--- src/rtl/masked_and_driver.sv ---
// rtl/masked_and_driver.sv - drives a 3-share masked AND gadget from unmasked operands
//
// Purpose: takes an unmasked operand pair, splits each operand into three
// Boolean shares using bits from an internal 32-bit LFSR, runs the external
// gadget for exactly three enabled cycles, then captures and presents the
// masked result shares.
//
// Ports:
//   clk, rst_n            clock, asynchronous active-low reset
//   in_valid / in_ready   operand handshake, a_in / b_in unmasked bits
//   seed_load / seed      reload the LFSR (a zero seed loads 1)
//   ina, inb, rin         operand shares and fresh randomness to the gadget
//   AndEnable / AndDone   gadget enable and completion flag
//   and_out               gadget output shares
//   out_valid / out_ready result handshake, out_shares masked result
//   sync_err              sticky: gadget completion was not seen on capture
module masked_and_driver #(
    parameter int          D    = 3,
    parameter logic [31:0] SEED = 32'hACE12468
) (
    input  logic                 clk,
    input  logic                 rst_n,
    input  logic                 in_valid,
    output logic                 in_ready,
    input  logic                 a_in,
    input  logic                 b_in,
    input  logic                 seed_load,
    input  logic [31:0]          seed,
    output logic [0:D-1]         ina,
    output logic [0:D-1]         inb,
    output logic [0:D*(D-1)/2-1] rin,
    output logic                 AndEnable,
    input  logic                 AndDone,
    input  logic [0:D-1]         and_out,
    output logic                 out_valid,
    input  logic                 out_ready,
    output logic [0:D-1]         out_shares,
    output logic                 sync_err
);

    typedef enum logic [1:0] {IDLE, ENA, CAPT, OUT} state_t;

    state_t      state;
    state_t      state_nx;
    logic [31:0] lfsr;
    logic [1:0]  cnt;
    logic        accept;
    logic        ena_done;
    logic        capture;
    logic        release_out;

    // Eight Fibonacci steps per clock so consecutive operations never reuse
    // overlapping mask bits.
    function automatic logic [31:0] lfsr_step8(input logic [31:0] s);
        logic [31:0] t;
        t = s;
        for (int i = 0; i < 8; i++) begin
            t = {t[30:0], t[31] ^ t[21] ^ t[1] ^ t[0]};
        end
        return t;
    endfunction

    assign in_ready = (state == IDLE);

    always_comb begin
        state_nx    = state;
        accept      = 1'b0;
        ena_done    = 1'b0;
        capture     = 1'b0;
        release_out = 1'b0;
        case (state)
            IDLE: begin
                if (in_valid) begin
                    accept   = 1'b1;
                    state_nx = ENA;
                end
            end
            ENA: begin
                if (cnt == 2'd2) begin
                    ena_done = 1'b1;
                    state_nx = CAPT;
                end
            end
            CAPT: begin
                capture  = 1'b1;
                state_nx = OUT;
            end
            OUT: begin
                if (out_valid && out_ready) begin
                    release_out = 1'b1;
                    state_nx    = IDLE;
                end
            end
            default: state_nx = IDLE;
        endcase
    end

    always_ff @(posedge clk or negedge rst_n) begin
        if (!rst_n) begin
            state <= IDLE;
        end else begin
            state <= state_nx;
        end
    end

    // A reload wins over stepping regardless of FSM state; zero would lock
    // the LFSR, so it is replaced by 1.
    always_ff @(posedge clk or negedge rst_n) begin
        if (!rst_n) begin
            lfsr <= SEED;
        end else if (seed_load) begin
            lfsr <= (seed == 32'd0) ? 32'd1 : seed;
        end else begin
            lfsr <= lfsr_step8(lfsr);
        end
    end

    always_ff @(posedge clk or negedge rst_n) begin
        if (!rst_n) begin
            ina        <= '0;
            inb        <= '0;
            rin        <= '0;
            AndEnable  <= 1'b0;
            cnt        <= 2'd0;
            out_valid  <= 1'b0;
            out_shares <= '0;
            sync_err   <= 1'b0;
        end else begin
            if (accept) begin
                // Mask bits come from the LFSR value before this edge's step.
                ina       <= {a_in ^ lfsr[0] ^ lfsr[1], lfsr[0], lfsr[1]};
                inb       <= {b_in ^ lfsr[2] ^ lfsr[3], lfsr[2], lfsr[3]};
                rin       <= lfsr[6:4];
                AndEnable <= 1'b1;
                cnt       <= 2'd0;
            end
            if (state == ENA) begin
                cnt <= 2'(cnt + 2'd1);
            end
            if (ena_done) begin
                AndEnable <= 1'b0;
            end
            if (capture) begin
                out_shares <= and_out;
                out_valid  <= 1'b1;
                // Clear the gadget inputs so shares do not linger on the bus.
                ina        <= '0;
                inb        <= '0;
                rin        <= '0;
                if (!AndDone) begin
                    sync_err <= 1'b1;
                end
            end
            if (release_out) begin
                out_valid <= 1'b0;
            end
        end
    end

endmodule

--- config.mk ---
export PLATFORM = sky130hd
export DESIGN_NAME = masked_and_driver
export DESIGN_NICKNAME = d
export VERILOG_FILES = /design/src/rtl/masked_and_driver.sv
export SDC_FILE = /design/constraint.sdc
export NUM_CORES = 1
export LEC_CHECK = 0
export ABC_AREA = 1
export ABC_CLOCK_PERIOD_IN_PS = 2600
export BUFFER_PORTS_ARGS = -buffer_cell sky130_fd_sc_hd__buf_2
export CAP_MARGIN = 20
export CORE_MARGIN = 1
export CORE_UTILIZATION = 55
export DETAILED_ROUTE_END_ITERATION = 12
export PLACE_DENSITY = 0.82
export SYNTH_ARGS = -nofsm -noshare
export SYNTH_HDL_FRONTEND = slang
export SYNTH_SLANG_ARGS = --single-unit
--- constraint.sdc ---
create_clock -name clk -period 2.6 [get_ports clk]
set_input_delay 0.52 -clock clk [delete_from_list [all_inputs] [get_ports clk]]
set_output_delay 0.52 -clock clk [all_outputs]
set_load 0.01 [all_outputs]
Word level (Yosys, flattened, before mapping)
Cells that the tools add are included.
- eq/ne operators: 7
- bitwise gates (word level): 29
- multiplexer cells: 25
- add/subtract/negate cells: 1
- reduce and logical (&&, ||, !) cells: 9
- operator list (operator ; number):
    $mux W32 ; 2
    $logic_not A32 Y1 ; 1
    $xor A1 B1 Y1 ; 28
    $mux W3 ; 6
    $mux W1 ; 11
    $mux W2 ; 5
    $pmux W2 S4 ; 1
    $reduce_bool A2 Y1 ; 4
    $eq A2 B2 Y1 const B ; 3
    $ne A2 B2 Y1 const B ; 3
    $reduce_and A3 Y1 ; 1
    $add A2 B1 Y2 const B ; 1
    $eq A2 B1 Y1 const B ; 1
    $logic_not A2 Y1 ; 1
    $reduce_and A2 Y1 ; 1
    $logic_and A1 B1 Y1 ; 1
    $not A1 Y1 ; 1
- logic and storage cells: 81
- register bits: 51
- bits of input ports: 43
- output and inout bits: 16

Longest topological paths before layout
Gate-level depths: netlist of the first run.
- depth in word-level cells: 11
- gate-level depth with buffers: 14
- depth with buffers taken out: 14

Worst setup path after synthesis of the first run
Ideal clock, no wire load.
- kind: reg2reg
- start: reg lfsr[31]
- end: reg lfsr[1]
- library setup time: 0.117 ns
- data required time: 2.483 ns
- data arrival time: 1.390 ns
- stages on the path, launching flop included: 14
- path buffers: 0
- clock period less this slack: 1.507 ns
- setup slack: 1.093 ns
- path through: dfstp_2 -> inv_1 -> nand2_2 -> nand3_2 -> nand2_4 -> nand2_1 -> nand3_2 -> nand2_2 -> nand2_1 -> nand3_2 -> nand2_1 -> nand2_1 -> nand3_1 -> nand2_1
- word-level cells in the longest chain between the ends: 10
- ends and longest elaborated chain (item ; line ; RTL):
    from (decl) ; 45 ; logic [31:0] lfsr;
    from (signal assigned) ; 112 ; lfsr <= (seed == 32'd0) ? 32'd1 : seed;
    from (signal assigned) ; 114 ; lfsr <= lfsr_step8(lfsr);
    $xor A1 B1 Y1 * (3 in a row) ; 58 ; t = {t[30:0], t[31] ^ t[21] ^ t[1] ^ t[0]};
    $xor A1 B1 Y1 (5 in a row) ; 58 ;
    $xor A1 B1 Y1 * ; 58 ;
    $mux W32 * ; 111 ; end else if (seed_load) begin
Mark *: on every way between the ends. The rest lies on a longest branch, timed or not.
A chain may end at the register's enable or synchronous reset.

Worst setup path in the final report of the first run
- start: reg state[0]
- end: out in_ready
- word-level cells in the longest chain between the ends: 1
- ends and longest elaborated chain (item ; line ; RTL):
    from (decl) ; 43 ; state_t state;
    from (signal assigned) ; 102 ; state <= state_nx;
    $logic_not A2 Y1 ; 63 ; assign in_ready = (state == IDLE);
    to (decl) ; 24 ; output logic in_ready,
Every way passes these cells.

==> summary.md, run 1 <==
| Metric | Value |
|---|---|
| Vias in the first global route | `1842` |
| DIE HEIGHT | `68.8 um` |
| Post-Layout Cell Count | `387` |
| Critical Path AT | `1.17 ns` |
| Outcome | `completed` |
| Switch Pwr | `0.000667 W` |
| Initial Util | `59.2%` |
| Core Util, Final | `69.8%` |
| # DRC | `0` |
| Wire per inst | `13.3 um` |
| Placed cell count | `379` |
| Pin count of the biggest net entering global routing | `52` |
| Worst setup SP type | `flip-flop` |
| Yosys reg bits | `51` |
| Hold_buf cts | `0` |
| Mapped Cells | `276` |
| Slew at the pin closest to its max-slew limit | `0.635 ns` |
| CP endpoint kind | `output pin` |
| Synth top area share | `38.8%` |
| Overall global routing resource usage | `24.2%` |
| Synth unique cells | `28` |
| First-pass GRT wire length | `8180 um` |
| Routed WL | `5140 um` |
| CTS buffer count | `5` |
| CTS resizes | `0` |
| Initial antenna violation count | `0` |
| Internal | `0.00136 W` |
| Crit-path max FO | `4` |
| Die X-Extent | `68.8 um` |
| Sequential cell area fraction in the yosys report | `52.7%` |
| Slew HR | `57.7%` |
| Net Count, Synth | `324` |
| Area leader, netlist | `dfrtp_1` |
| Path type of the worst setup path | `flip-flop to output pin` |
| Hold Path Class | `input port to asynchronous set/reset pin` |
| RSZ-0062 raised after global routing | `false` |
| H-tree depth | `2` |
| Clk_skew | `0.00783 ns` |
| DR vias | `1982` |
| Max-slew violations | `0` |
| Clk pwr share | `23.6%` |
| Port bufs | `58` |
| Remaining antenna violation count after routing | `0` |
| Period utilization | `65.0%` |
| Total negative slack | `0 ns` |
| Power per cell area | `701 nW/um^2` |
| Die ar. | `4730 um^2` |
| Final #Nets | `384` |
| Hold Violations, Final | `0` |
| Sw Share | `32.9%` |
| Overflow after GRT | `0` |
| Share of cells above drive strength 1 | `29.4%` |
| Starting DRT DRC Count | `70` |
| Core Rows | `23` |
| Leakage | `1.52 nW` |
| Area of the mapped netlist | `2450 um^2` |
| Hpwl dp | `3920 um` |
| Area of the core | `4140 um^2` |
| Via density per instance | `5.12` |
| Initial DRT Pass Iterations | `4` |
| Final instance area | `2890 um^2` |
| Synth-to-layout area growth | `17.9%` |
| Logic gate share of total power | `27.5%` |
| VDD IR max | `400 uV` |
| Yosys warning count | `0` |
| Placed Area | `2800 um^2` |
| # setup viols final | `0` |
| Syn avg cell area | `8.89 um^2` |
| Top cells by area, synth | `dfrtp_1 (39%), dfstp_2 (14%), nand2_1 (12%), o21ai_0 (6.5%), nand3_1 (4.7%)` |
| TritonCTS clock tree | `done` |
| Worst skew pair latency | `0.30 ns` |
| Critical Path RT | `2.08 ns` |
| Post-CTS Repair Setup Buffers | `0` |
| Antenna cells | `0` |
| Clock sink count | `51` |
| Register share of total power | `48.9%` |
| IO Pins | `59` |
| Final worst path period need | `1.69 ns` |
| Max-Cap Viols | `0` |
| Placer Congestion | `0.906` |
| Maximum clock path buffer count | `2` |
| Clk slew on worst S/H paths | `0.09 ns` |
| Root buf cell | `clkbuf_8` |
| Fmax | `0.592 GHz` |
==> area by class of cell <==
cell class / count / area [um^2]
inverter: 32 / 120
clock inverter: 1 / 8.76
clock buffer: 7 / 86.3
timing repair buffer: 61 / 313
fill: 323 / 1250
sequential: 51 / 1290
tap: 50 / 62.6
multi-input combinational: 185 / 1010
==> power groups by stage <==
stage	Clock (W)	Combinational [W]	Sequential, W
3_5_place_dp	0	0.000558	0.00101
5_1_grt	0.000511	0.000630	0.00100
6_report	0.000477	0.000558	0.000992
4_1_cts	0.000482	0.000563	0.000992
3_3_place_gp	0	0.000538	0.00100
2_1_floorplan	0	0.000413	0.000986
==> routing by layer <==
layer	vias to the layer above	global-route usage, %	part of all wire (%)
li1	997	-	-
met1	925	31.5	47
met2	49	40.8	47
met3	11	4.93	4.2
met4	0	7.14	1.5
met5	-	0	0
==> worst paths after layout <==
path                                       from              endpoint  slack (ns)  depth (start not counted)
setup / recovery           state[0]$_DFFE_PN0P_              in_ready        0.91                          3
hold / removal                            rst_n    ina[0]$_DFFE_PN0P_        0.32                          2
setup reg to reg           state[0]$_DFFE_PN0P_    rin[0]$_DFFE_PN0P_        0.92                          5
hold reg to reg               lfsr[9]$_DFF_PN0_    lfsr[17]$_DFF_PN0_        0.45                          2
max in group asynchronous                 rst_n    lfsr[14]$_DFF_PN0_        1.86                          2
min in group clk                        AndDone  sync_err$_DFFE_PN0P_        0.39                          2
==> kinds of logic after synthesis <==
family	after synthesis	synth area share [%]
compound gates	37	7.70
flops	51	52.7
fa+ha+maj	5	2.55
xor+xnor	15	6.28
buf+inv	40	6.17
simple gates	128	24.6
==> synth_stat cells, drive strengths merged <==
library cell,instances
a21oi,2
buf,1
clkbuf,7
clkinv,1
dfrtp,38
dfstp,13
ha,5
inv,31
nand2,86
nand3,29
nand3b,1
nand4,2
nor2,2
nor4,7
o21ai,33
o21bai,1
o22ai,1
or2,1
xnor2,9
xor2,6
==> flip-flops by register name (all words and copies together) (netlist names) <==
register	flops
state	2
out_valid	1
out_shares	3
inb	3
rin	3
lfsr	32
AndEnable	1
cnt	2
ina	3
sync_err	1
==> cells in the final DEF (no fill, tap or decap), drive strengths merged <==
master / instances
buf: 61
clkinv: 1
xnor2: 9
o22ai: 1
dfrtp: 38
a21oi: 2
clkbuf: 7
o21bai: 1
dfstp: 13
nor2: 2
xor2: 6
nand3: 29
nand2: 86
nand3b: 1
nor4: 7
nand4: 2
o21ai: 33
ha: 5
inv: 32
or2: 1
==> through the flow <==
step	setup WS [ns]	hold slack (ns)	total power, W
5_1_grt	0.737	0.381	0.00214
2_1_floorplan	1.09	0.224	0.00140
3_3_place_gp	0.936	0.426	0.00154
3_5_place_dp	0.923	0.434	0.00156
6_report	0.910	0.315	0.00203
4_1_cts	0.903	0.338	0.00204
==> critical path: stages, from the launching register on <==
cell and delay (ns):
dfrtp_1 0.41, inv_1 0.10, ha_1 0.21, buf_2 0.15
Note: power is estimated with default switching activity, not from simulation.
==> run 2: changes to the inputs <==
Settings changed: ABC_AREA 1 to 0, ABC_CLOCK_PERIOD_IN_PS 2600 to 1580, CORE_UTILIZATION 55 to 53, PLACE_DENSITY 0.82 to 0.8.
Clock period 2.6 ns to 1.58 ns, I/O delays scaled along.
==> run 2 against run 1 <==
The run now ends with setup timing left; clock-buffer cell count decreased by 1; register-to-register slack got worse by 1.0 ns; power increased to 2.8 times the previous value; via count decreased by 15%; non-clock buffer count increased by 18; critical path type is now flip-flop to flip-flop; critical endpoint is now lfsr[0]$_DFF_PN0_; largest power group is now combinational logic; highest routed layer unchanged.
==> summary.md, run 2 <==
| Metric | Value |
|---|---|
| # setup viols final | `2` |
| IO Pins | `59` |
| Starting DRT DRC Count | `79` |
| Clk_skew | `0.0104 ns` |
| Ys flop type | `dfrtp_1` |
| VDD IR max | `1020 uV` |
| Critical Path RT | `1.78 ns` |
| Placer Congestion | `0.799` |
| Net Count, Synth | `238` |
| Yosys warning count | `0` |
| Critical path, cell by cell | `xnor2_2 -> xnor3_2 -> xnor2_1 -> mux2_2` |
| Vias in the first global route | `1647` |
| Worst skew pair latency | `0.31 ns` |
| FF-to-FF Start | `lfsr[21]$_DFF_PN1_` |
| Initial DRT Pass Iterations | `5` |
| R2r endpoint | `lfsr[0]$_DFF_PN0_` |
| Mapped Cells | `190` |
| Area of the core | `4140 um^2` |
| Number of flops mapped to enable cells by yosys | `0` |
| CP endpoint kind | `flip-flop` |
| Worst Setup EP | `lfsr[0]$_DFF_PN0_` |
| Pin count of the biggest net entering global routing | `40` |
| Remaining antenna violation count after routing | `0` |
| Met2 usage | `39.3%` |
| Routed WL | `4870 um` |
| Port bufs | `58` |
| Hold Violations, Final | `0` |
| Count leader, synth | `dfrtp_1` |
| Failing checks | `setup timing` |
| Period utilization | `107%` |
| Worst Hold Slack | `0.210 ns` |
| Path type of the worst setup path | `flip-flop to flip-flop` |
| Core Rows | `23` |
| Commonest non-fill, non-tap cell in the layout | `buf_2` |
| Synth-to-layout area growth | `27.1%` |
| Final worst path period need | `1.69 ns` |
| Initial Util | `57.1%` |
| Final #Nets | `318` |
| RSZ-0062 raised after global routing | `true` |
| Via density per instance | `5.28` |
| Crit path launch | `lfsr[21]$_DFF_PN1_` |
| Synth top area share | `40.2%` |
| Antenna cells | `0` |
| Slew at the pin closest to its max-slew limit | `0.505 ns` |
| # DRC | `0` |
| Area leader, netlist | `dfrtp_1` |
| FF-to-FF setup slack | `-0.11 ns` |
| Crit path max-delay cell type | `dfstp_2` |
| Share of cells above drive strength 1 | `50.4%` |
| Hold Path Class | `input port to flip-flop` |
| Final Worst Setup Slack | `-0.111 ns` |
| Synth unique cells | `25` |
| Async S/R FF share, synth | `100%` |
| Die X-Extent | `68.8 um` |
| H-tree depth | `2` |
| Power per cell area | `1900 nW/um^2` |
| Die ar. | `4740 um^2` |
| DIE HEIGHT | `68.8 um` |
| CTS buffer count | `5` |
| Core Util, Final | `72.6%` |
| Sequential cell area fraction in the yosys report | `54.6%` |
| DR vias | `1689` |
| Yosys reg bits | `51` |
| First-pass GRT wire length | `7820 um` |
| Largest Register | `lfsr` |
| Critical Path AT | `1.89 ns` |
| Most frequent cells in the layout | `buf_2 (58), dfrtp_1 (38), mux2_2 (29), nand2_1 (29), buf_4 (19)` |
| Slew HR | `66.0%` |
| Max-slew violations | `0` |
| Overflow after GRT | `0` |
| Routing usage on met3 | `5.59%` |
| Worst setup SP type | `flip-flop` |
| Wire per inst | `15.2 um` |
| Overall global routing resource usage | `24.0%` |
| Max reg flops | `32` |
| Busiest metal layer after global routing | `met2` |
| Outcome | `finished with violations` |
| Syn avg cell area | `12.5 um^2` |
| Initial antenna violation count | `0` |
| Leakage | `1.42 nW` |
| Fmax | `0.592 GHz` |
| Clock sink count | `51` |
| Clk slew on worst S/H paths | `0.09 ns` |
| Post-Place Setup Slack | `-0.0906 ns` |
| Root buf cell | `clkbuf_8` |
| Commonest cells post-synth | `dfrtp_1 (38), mux2_2 (29), nand2_1 (29)` |
| Max-Cap Viols | `0` |
| Area of the mapped netlist | `2370 um^2` |
| Crit-path max FO | `4` |
| Met1 GRT Util | `30.9%` |
| Fill cell count | `310` |
| Hpwl dp | `3660 um` |
| Largest stage delay, worst path | `0.56 ns` |
| Top cells by area, synth | `dfrtp_1 (40%), dfstp_2 (14%), mux2_2 (14%), xnor2_1 (5.2%), nand2_1 (4.6%)` |
| Maximum clock path buffer count | `2` |
| FF-to-FF path depth | `4` |
| TritonCTS clock tree | `done` |
==> run 2: kinds of logic (layout without fill, tap and decap cells) <==
group / Yosys count / in the layout / synth area share (%)
buf+inv: 12 / 92 / 1.90
fa+ha+maj: 5 / 5 / 2.64
mux: 30 / 30 / 14.2
flops: 51 / 51 / 54.6
compound gates: 24 / 24 / 5.55
xor+xnor: 25 / 25 / 13.1
simple gates: 43 / 43 / 7.98
==> run 2: how the worst min path moves through the flow <==
| stage | startpoint | to | slack (ns) | cells after the start |
|---|---|---|---|---|
| after floorplan | rst_n | AndEnable$_DFFE_PN0P_ | 0.02 | 0 |
| after global placement | rst_n | out_shares[2]$_DFFE_PN0P_ | 0.32 | 2 |
| after detailed placement | rst_n | out_shares[1]$_DFFE_PN0P_ | 0.32 | 2 |
| after CTS | out_ready | out_valid$_DFFE_PN0P_ | 0.20 | 2 |
| after global routing | out_ready | out_valid$_DFFE_PN0P_ | 0.22 | 2 |
| final | out_ready | out_valid$_DFFE_PN0P_ | 0.21 | 2 |
==> run 2: metrics by stage <==
step                      area, um^2  std cells  power [W]  TNS (ns)
after global routing            3010        320    0.00610    -0.377
final                           3010        320    0.00571    -0.128
after floorplan                 2370        190    0.00382    -0.110
after detailed placement        2830        307    0.00465    -0.148
after global placement          2830        307    0.00456   -0.0912
after CTS                       2960        316    0.00558    -0.140
==> run 2: metal layers <==
metal | share of wire, % | wire, um | up-vias
met2 | 49 | 2360 | 45
met1 | 46 | 2240 | 830
li1 | - | - | 807
met5 | 0 | 0 | -
met3 | 3.8 | 186 | 7
met4 | 1.7 | 82 | 0
==> run 2: what timing repair did <==
item | CTS | global route
buffers inserted | 1 | 4
pin swaps | 0 | 3
resized for setup | 3 | 7
endpoints found under the hold margin | 20 | 0
setup endpoints to repair | 4 | 7
hold buffers | 1 | 0
==> run 2: final cells by class <==
type	count	area (um^2)	area share, %
Sequential cell	51	1290	43.0
Multi-Input combinational cell	127	1070	35.4
Timing Repair Buffer	79	463	15.4
Clock buffer	6	72.6	2.41
Tap cell	50	62.6	2.08
Clock inverter	1	30.0	0.998
Inverter	6	22.5	0.748
==> run 2: power breakdown <==
group / internal [W] / switching [W] / leakage [nW] / total [W]
registers: 0.00182 / 0.000263 / 0.594 / 0.00209
clock network: 0.000464 / 0.000407 / 0.0513 / 0.000871
logic: 0.00154 / 0.00121 / 0.774 / 0.00275
total: 0.00383 / 0.00188 / 1.42 / 0.00571
==> run 2: critical path: cells and delay by family, from the launching register on <==
kind,cells,cell delay [ns]
xor gates and xnor gates,3,0.78
DFF,1,0.56
muxes,1,0.25
